## config.mk

```make
export PLATFORM = sky130hd
export DESIGN_NAME = hazard_scoreboard
export DESIGN_NICKNAME = d
export VERILOG_FILES = /design/src/rtl/hazard_scoreboard.sv
export SDC_FILE = /design/constraint.sdc
export NUM_CORES = 1
export LEC_CHECK = 0
export CAP_MARGIN = 15
export CORE_MARGIN = 1
export CORE_UTILIZATION = 35
export CTS_BUF_LIST = sky130_fd_sc_hd__clkbuf_16
export DETAILED_ROUTE_END_ITERATION = 8
export GPL_ROUTABILITY_DRIVEN = 1
export GPL_TIMING_DRIVEN = 0
export SLEW_MARGIN = 20
export SYNTH_ARGS = -nofsm -noshare
export SYNTH_HDL_FRONTEND = slang
export SYNTH_SLANG_ARGS = --single-unit
```

## constraint.sdc

```tcl
create_clock -name clk -period 8.1 [get_ports clk]
set_input_delay 0.81 -clock clk [delete_from_list [all_inputs] [get_ports clk]]
set_output_delay 0.81 -clock clk [all_outputs]
set_load 0.02 [all_outputs]
```

## src/rtl/hazard_scoreboard.sv

```systemverilog
// Per-register hazard scoreboard beside decode: tracks fixed- and variable-latency writes in flight
// and produces the stall/flush controls for all five pipeline stages plus a saturating stall counter.
module hazard_scoreboard #(
   parameter int NREG     = 32,
   parameter int AW       = 5,
   parameter int LATW     = 3,
   parameter int FWD_DIST = 1,
   parameter int CNTW     = 32
) (
   input  logic            clk,
   input  logic            reset,
   input  logic            i_data_ok,
   input  logic            d_data_ok,
   input  logic            mult_ok,
   input  logic            branch_taken,
   input  logic            dec_valid,
   input  logic [AW-1:0]   dec_rs1,
   input  logic [AW-1:0]   dec_rs2,
   input  logic            dec_use_rs1,
   input  logic            dec_use_rs2,
   input  logic [AW-1:0]   dec_rd,
   input  logic            dec_wen,
   input  logic [LATW-1:0] dec_lat,
   input  logic            dec_branch,
   input  logic            wb_valid,
   input  logic [AW-1:0]   wb_rd,
   output logic            stall_f,
   output logic            stall_d,
   output logic            stall_e,
   output logic            stall_m,
   output logic            flush_d,
   output logic            flush_e,
   output logic            flush_m,
   output logic            flush_w,
   output logic            hz_stall,
   output logic            sb_busy,
   output logic [CNTW-1:0] stall_cnt
);

   localparam int NADDR = 2 ** AW;
   localparam logic [LATW-1:0] FwdDist = LATW'(FWD_DIST);

   logic [NREG-1:0] pend_q, pend_d, var_q, var_d;
   logic [LATW-1:0] cnt_q [NREG];
   logic [LATW-1:0] cnt_d [NREG];
   logic [CNTW-1:0] stallCnt_q, stallCnt_d;

   logic [NADDR-1:0] readyAlu, readyBr, varPend;
   logic             raw1, raw2, raw, waw, issueFire;

   // Readiness vectors span the full address space so any decoded address indexes safely;
   // register 0 and unimplemented addresses always read as ready.
   always_comb begin
      readyAlu = '1;
      readyBr  = '1;
      varPend  = '0;
      for (int r = 1; r < NREG; r++) begin
         readyBr[r]  = ~pend_q[r];
         readyAlu[r] = ~pend_q[r] | (~var_q[r] & (cnt_q[r] <= FwdDist));
         varPend[r]  = pend_q[r] & var_q[r];
      end
   end

   assign raw1      = dec_use_rs1 & ~(dec_branch ? readyBr[dec_rs1] : readyAlu[dec_rs1]);
   assign raw2      = dec_use_rs2 & ~(dec_branch ? readyBr[dec_rs2] : readyAlu[dec_rs2]);
   assign raw       = dec_valid & (raw1 | raw2);
   assign waw       = dec_valid & dec_wen & varPend[dec_rd];
   assign hz_stall  = raw | waw;

   assign stall_f   = ~i_data_ok | ~d_data_ok | hz_stall | ~mult_ok;
   assign stall_d   = stall_f;
   assign stall_e   = ~d_data_ok | ~mult_ok;
   assign stall_m   = ~d_data_ok;
   assign flush_d   = branch_taken & ~stall_d;
   assign flush_e   = (hz_stall | ~i_data_ok) & mult_ok & d_data_ok;
   assign flush_m   = ~mult_ok & d_data_ok;
   assign flush_w   = ~d_data_ok;

   assign issueFire = dec_valid & dec_wen & (dec_rd != '0) & ~stall_d & ~branch_taken;
   assign sb_busy   = |pend_q;
   assign stall_cnt = stallCnt_q;

   // Countdown, writeback and issue are applied in rising priority so a new issue
   // overrides any clear landing on the same register in the same cycle.
   always_comb begin
      pend_d = pend_q;
      var_d  = var_q;
      cnt_d  = cnt_q;
      for (int r = 1; r < NREG; r++) begin
         if (pend_q[r] & ~var_q[r] & ~stall_e & (cnt_q[r] != '0)) begin
            cnt_d[r] = cnt_q[r] - LATW'(1);
            if (cnt_q[r] == LATW'(1)) pend_d[r] = 1'b0;
         end
         if (wb_valid & (wb_rd == AW'(r)) & pend_q[r] & var_q[r]) pend_d[r] = 1'b0;
         if (issueFire & (dec_rd == AW'(r))) begin
            pend_d[r] = 1'b1;
            var_d[r]  = (dec_lat == '0);
            cnt_d[r]  = dec_lat;
         end
      end
      pend_d[0] = 1'b0;
      var_d[0]  = 1'b0;
      cnt_d[0]  = '0;
      stallCnt_d = stallCnt_q;
      if (hz_stall & (stallCnt_q != '1)) stallCnt_d = stallCnt_q + CNTW'(1);
   end

   always_ff @(posedge clk or posedge reset) begin
      if (reset) begin
         pend_q     <= '0;
         var_q      <= '0;
         stallCnt_q <= '0;
         for (int r = 0; r < NREG; r++) cnt_q[r] <= '0;
      end else begin
         pend_q     <= pend_d;
         var_q      <= var_d;
         stallCnt_q <= stallCnt_d;
         for (int r = 0; r < NREG; r++) cnt_q[r] <= cnt_d[r];
      end
   end

endmodule

```

==> metrics.md, run 1 <==
| Metric | Value |
|---|---|
| Total Routing Usage GR | `0.218` |
| WS Path Type | `in2out` |
| DRC | `0` |
| Final hold viol count | `0` |
| Vias in the first global route | `10800` |
| P&R area growth vs syn | `15.3%` |
| PwrDens | `169 mW/mm2` |
| Worst clock skew | `14.2 ps` |
| Warnings, synthesis | `0` |
| Final worst path period need | `5910 ps` |
| Worst r2r src | `cnt_q[76]` |
| Core footprint | `0.0376 mm2` |
| Diode count | `0` |
| Max cap viols | `0` |
| Initial antenna violation count | `0` |
| R2R depth | `12` |
| R2R Setup Slk | `4030 ps` |
| Layout cells sized above 1 | `0.178` |
| Standard-cell rows | `71` |
| Total gr overflow | `0` |
| Max Freq | `169 MHz` |
| PostCTS Resize Cnt | `0` |
| Worst min path class | `reg2reg` |
| Critical Path RT | `7290 ps` |
| Worst-Margin Slew | `1070 ps` |
| I/O Pins | `77` |
| Initial Utilization | `0.355` |
| R2R Path End | `cnt_q[87]` |
| Die Ht | `197 um` |
| Clock-pin slew on the worst setup and hold paths | `80 ps` |
| Placed cells | `1907` |
| Yosys reg bits | `187` |
| Area leader, netlist | `dfrtp_1` |
| Via count | `10800` |
| Initial DRC Count | `915` |
| DP Area | `0.0147 mm2` |
| Switching part of the total | `0.314` |
| Clock tree buffer depth | `2` |
| Pre-CTS setup slack | `2300 ps` |
| Ys async rst share | `1.00` |
| DR WL/cell | `21.2 um` |
| Int Pwr | `1.78 mW` |
| Remaining antenna violation count | `0` |
| Avg Synthesized Cell Area | `10.0 um2` |
| Port Buffers | `68` |
| HPWL after detailed placement | `30800 um` |
| Top post-synthesis cells by count | `dfrtp_1, mux2_2, inv_1, ha_1` |
| Max FO, Critical Path | `10` |
| Comb pwr share | `0.218` |
| CP Launch Type | `primary input` |
| Post-route setup slack | `2190 ps` |
| Crit path to | `flush_d` |
| Critical path data arrival time | `5100 ps` |
| Final instance area | `0.0154 mm2` |
| Peak supply drop | `148 uV` |
| Switching power | `817 uW` |
| Mapped Cells | `1327` |
| Sum of negative setup slack | `0 ps` |
| Count leader, synth | `dfrtp_1` |
| Post-Syn Area | `0.0133 mm2` |
| Clock share of power | `0.368` |
| First-pass GRT wire length | `63900 um` |
| Slew margin rel. | `0.286` |
| Final WL | `41000 um` |
| Seq/Total Area, Yosys | `0.351` |
| Chip width | `197 um` |
| Clock latency on the worst-skew pair | `470 ps` |
| Nature of the critical path endpoint | `output port` |
| Clock sinks | `187` |
| Total Nets Final | `1544` |
| RSZ-0062 raised after global routing | `no` |
| Root Buffer | `clkbuf_16` |
| Top cell type's share of synthesized area | `0.351` |
| Post-CTS Setup Bufs | `0` |
| GPL Wtd Cong | `0.963` |
| Drt pass-1 iters | `5` |
| CTS hold repair buffers | `0` |
| Full die area | `0.0388 mm2` |
| Cell leakage power | `6.55 nW` |
| Final setup viols | `0` |
| Final Non-Filler Cells | `1939` |
| Largest net degree at the start of global routing | `99` |
| Number of synthesized flops with an enable pin | `0` |
| Syn Nets | `1456` |
| TritonCTS clock tree | `yes` |
| Fin. max-slew vios | `0` |
| Top FF cell, synth | `dfrtp_1` |
| CTS buffer count | `17` |
| H-tree levels | `4` |
| Top cells by area, synth | `dfrtp_1, mux2_2, ha_1, xnor2_1, inv_1` |
| Vias/cell | `5.57` |
| Outcome | `complete, no violations` |
| Origin of the worst setup path | `dec_rd[0]` |
| Share of power burned in registers | `0.414` |
| Post-synth cell types | `80` |
| Final period utilization | `0.730` |
## area by class of cell
cell class,instances,area [um2]
Buffer,59,312
Clock buffer,17,425
Clock inverter,15,230
Fill cell,3648,22200
Inverter,102,390
Multi-Input combinational cell,979,7970
Sequential cell,187,4680
Tap cell,511,639
Timing Repair Buffer,69,708
## placed cells by master, fill, tap and decap left out, drive strengths merged, types with 17 or more instances in the layout
| cell type | n |
|---|---|
| and3 | 21 |
| a21oi | 44 |
| nand4 | 30 |
| buf | 32 |
| a31oi | 17 |
| nand3b | 19 |
| xnor2 | 92 |
| clkbuf | 45 |
| nand3 | 66 |
| nor4b | 18 |
| mux2 | 128 |
| nand2 | 92 |
| ha | 94 |
| clkdlybuf4s50 | 68 |
| a2111oi | 21 |
| o21ai | 23 |
| nor2b | 29 |
| nor2 | 67 |
| dfrtp | 187 |
| inv | 108 |
## logic make-up (layout without fill, tap and decap cells)
kind of cell / Yosys count / in the layout / share of synthesized area
multiplexers: 159 / 159 / 0.147
flip-flops: 187 / 187 / 0.351
adder cells (fa/ha/maj): 94 / 94 / 0.0883
AO/OA/AOI/OAI: 206 / 206 / 0.110
XOR/XNOR: 93 / 93 / 0.0611
buffers and inverters: 161 / 262 / 0.0521
AND/OR/NAND/NOR: 427 / 427 / 0.190
## state kept, by name, summed over array words and instances (netlist names)
register,cells
var_q,31
pend_q,31
stall_cnt,32
cnt_q,93
## critical path: stages
cell             delay (ps)
clkdlybuf4s50_1         740
buf_2                   300
nand2_1                 220
a2111oi_0               430
a2111oi_0               150
and4b_1                 240
o21ai_1                 260
o41a_2                  370
and2_2                  220
buf_6                   150
buf_8                   170
nand2b_4                190
and3_1                  180
clkdlybuf4s50_1         650
## worst min path at each step
stage / startpoint / end / slack (ps) / cells past startpoint
after floorplan: var_q[11] / var_q[11] / 530 / 1
after global placement: stall_cnt[19] / stall_cnt[19] / 480 / 1
after detailed placement: stall_cnt[17] / stall_cnt[17] / 480 / 1
after CTS: stall_cnt[17] / stall_cnt[17] / 500 / 1
after global routing: stall_cnt[19] / stall_cnt[19] / 520 / 1
final: stall_cnt[17] / stall_cnt[17] / 490 / 1
## power groups by stage
stage	sequential [mW]	combinational (mW)	clock (mW)
finish	1.08	0.566	0.955
global route	1.09	0.626	1.01
CTS	1.08	0.566	0.977
detailed placement	1.09	0.563	0
global placement	1.09	0.548	0
floorplan	1.09	0.372	0
## per-stage QoR
step / hold slack, ps / utilization / power, mW
2_1_floorplan: 526 / - / 1.46
3_3_place_gp: 477 / 0.390 / 1.64
3_5_place_dp: 478 / 0.391 / 1.65
4_1_cts: 497 / 0.409 / 2.62
5_1_grt: 519 / 0.409 / 2.72
6_report: 494 / 0.409 / 2.60
## metal layers
layer / GRT usage / part of all wire / up-vias
li1: - / - / 4947
met4: 0.0956 / 0.039 / 0
met1: 0.280 / 0.44 / 5438
met3: 0.0425 / 0.054 / 70
met2: 0.353 / 0.46 / 339
met5: 0 / 0 / -
No activity file was read; power rests on OpenSTA's default activity.
==> run 2, diff against run 1 <==
==> constraint.sdc (replaced) <==
create_clock -name clk -period 5.4 [get_ports clk]
set_input_delay 0.54 -clock clk [delete_from_list [all_inputs] [get_ports clk]]
set_output_delay 0.54 -clock clk [all_outputs]
set_load 0.02 [all_outputs]
==> metrics.md, run 2 (synthesized netlist as in run 1, its figures left out) <==
| Metric | Value |
|---|---|
| Initial Utilization | `0.355` |
| Die Ht | `197 um` |
| DR WL/cell | `21.2 um` |
| Sum of negative setup slack | `0 ps` |
| RSZ-0062 raised after global routing | `no` |
| Fin. max-slew vios | `0` |
| CTS buffer count | `17` |
| DRC | `0` |
| HPWL after detailed placement | `31500 um` |
| Share of power burned in registers | `0.433` |
| Standard-cell rows | `71` |
| GPL Wtd Cong | `0.997` |
| Post-CTS Setup Bufs | `0` |
| Full die area | `0.0388 mm2` |
| Critical path data arrival time | `4760 ps` |
| Final period utilization | `0.982` |
| CP Launch Type | `primary input` |
| Initial antenna violation count | `0` |
| Port Buffers | `68` |
| Final Non-Filler Cells | `1943` |
| Clock tree buffer depth | `2` |
| DP Area | `0.0148 mm2` |
| Final hold viol count | `0` |
| Root Buffer | `clkbuf_16` |
| Clock sinks | `187` |
| Chip width | `197 um` |
| Clock-pin slew on the worst setup and hold paths | `80 ps` |
| Clock share of power | `0.336` |
| Crit path to | `stall_f` |
| Placed cells | `1912` |
| Max cap viols | `0` |
| Via count | `10700` |
| Most frequent cells in the layout | `dfrtp_1, mux2_2, inv_1` |
| Biggest register | `cnt_q` |
| Final Util | `0.409` |
| Max FO, Critical Path | `10` |
| R2R Path End | `cnt_q[92]` |
| Worst r2r src | `cnt_q[76]` |
| Total Nets Final | `1549` |
| CTS hold repair buffers | `0` |
| Outcome | `complete, no violations` |
| Switching power | `1.20 mW` |
| Vias in the first global route | `10800` |
| P&R area growth vs syn | `15.3%` |
| R2R Setup Slk | `1590 ps` |
| Multi-input logic area | `0.00797 mm2` |
| TritonCTS clock tree | `yes` |
| Cell leakage power | `6.56 nW` |
| Vias/cell | `5.51` |
| Nature of the critical path endpoint | `output port` |
| Final instance area | `0.0154 mm2` |
| PwrDens | `242 mW/mm2` |
| Slew margin rel. | `0.301` |
| Total Routing Usage GR | `0.220` |
| Worst-Margin Slew | `1050 ps` |
| Int Pwr | `2.53 mW` |
| R2R depth | `12` |
| Final WL | `41300 um` |
| Pwr Total | `3.72 mW` |
| Diode count | `0` |
| Final worst path period need | `5300 ps` |
| Largest register FFs | `93` |
| Max Freq | `189 MHz` |
| WS Path Type | `in2out` |
| Largest net degree at the start of global routing | `33` |
| Most common cell after layout, fill and taps aside | `dfrtp_1` |
| Initial DRC Count | `862` |
| Peak supply drop | `215 uV` |
| Reg area | `0.00468 mm2` |
| Core footprint | `0.0376 mm2` |
| Layout cells sized above 1 | `0.181` |
| I/O Pins | `77` |
| Drt pass-1 iters | `5` |
| Critical Path RT | `4860 ps` |
| Switching part of the total | `0.321` |
| Remaining antenna violation count | `0` |
| Worst clock skew | `17.1 ps` |
| Worst min path class | `in2async` |
| Final setup viols | `0` |
| # fillers | `3686` |
| Origin of the worst setup path | `dec_rs2[1]` |
| Comb pwr share | `0.231` |
| Clock latency on the worst-skew pair | `470 ps` |
| H-tree levels | `4` |
| Total gr overflow | `0` |
| First-pass GRT wire length | `64300 um` |
-- run 2: worst min-delay path by stage --
stage	endpoint	slack, ps	depth (start not counted)
after global routing	pend_q[3]	520	2
after detailed placement	stall_cnt[19]	480	1
after floorplan	var_q[11]	530	1
after global placement	stall_cnt[19]	480	1
final	cnt_q[91]	480	2
after CTS	cnt_q[87]	460	2
-- run 2: routing by layer --
layer / routed length, um / track usage
met5: 0 / 0
met2: 19200 / 0.355
met3: 2680 / 0.0473
met4: 1300 / 0.0838
met1: 18100 / 0.288
-- run 2: layout make-up --
| cell class | count | area share |
|---|---|---|
| plain buffers | 59 | 0.0203 |
| clock buffers | 17 | 0.0277 |
| clock inverters | 14 | 0.00888 |
| inverters | 102 | 0.0252 |
| multi-input cells | 979 | 0.519 |
| flip-flops and latches | 187 | 0.305 |
| well taps | 511 | 0.0416 |
| repair buffers | 74 | 0.0523 |
-- run 2: repair_timing --
item,CTS,global route
gates resized for setup,1,5
gates cloned,0,0
setup endpoints to repair,1,4
-- run 2: metrics by stage --
step                hold WS [ps]  setup slack, ps
floorplan                    526             1870
global placement             475             31.6
detailed placement           478              118
CTS                          462             29.7
global route                 518             21.7
finish                       479             98.2
-- run 2: power groups by stage --
stage | clock network (mW) | registers (mW) | logic [mW]
finish | 1.25 | 1.61 | 0.860
global route | 1.34 | 1.63 | 0.952
CTS | 1.28 | 1.61 | 0.860
detailed placement | 0 | 1.64 | 0.854
global placement | 0 | 1.64 | 0.820
floorplan | 0 | 1.63 | 0.558
-- run 2: worst max-delay path: stages --
cell,delay (ps)
clkdlybuf4s50_1,590
buf_4,280
buf_2,220
a211oi_1,250
a211oi_1,130
a2111oi_0,490
a2111oi_0,140
or3_4,470
and2_2,240
buf_6,150
buf_8,160
nand2b_4,160
nand2_1,170
buf_4,140
clkdlybuf4s50_1,600
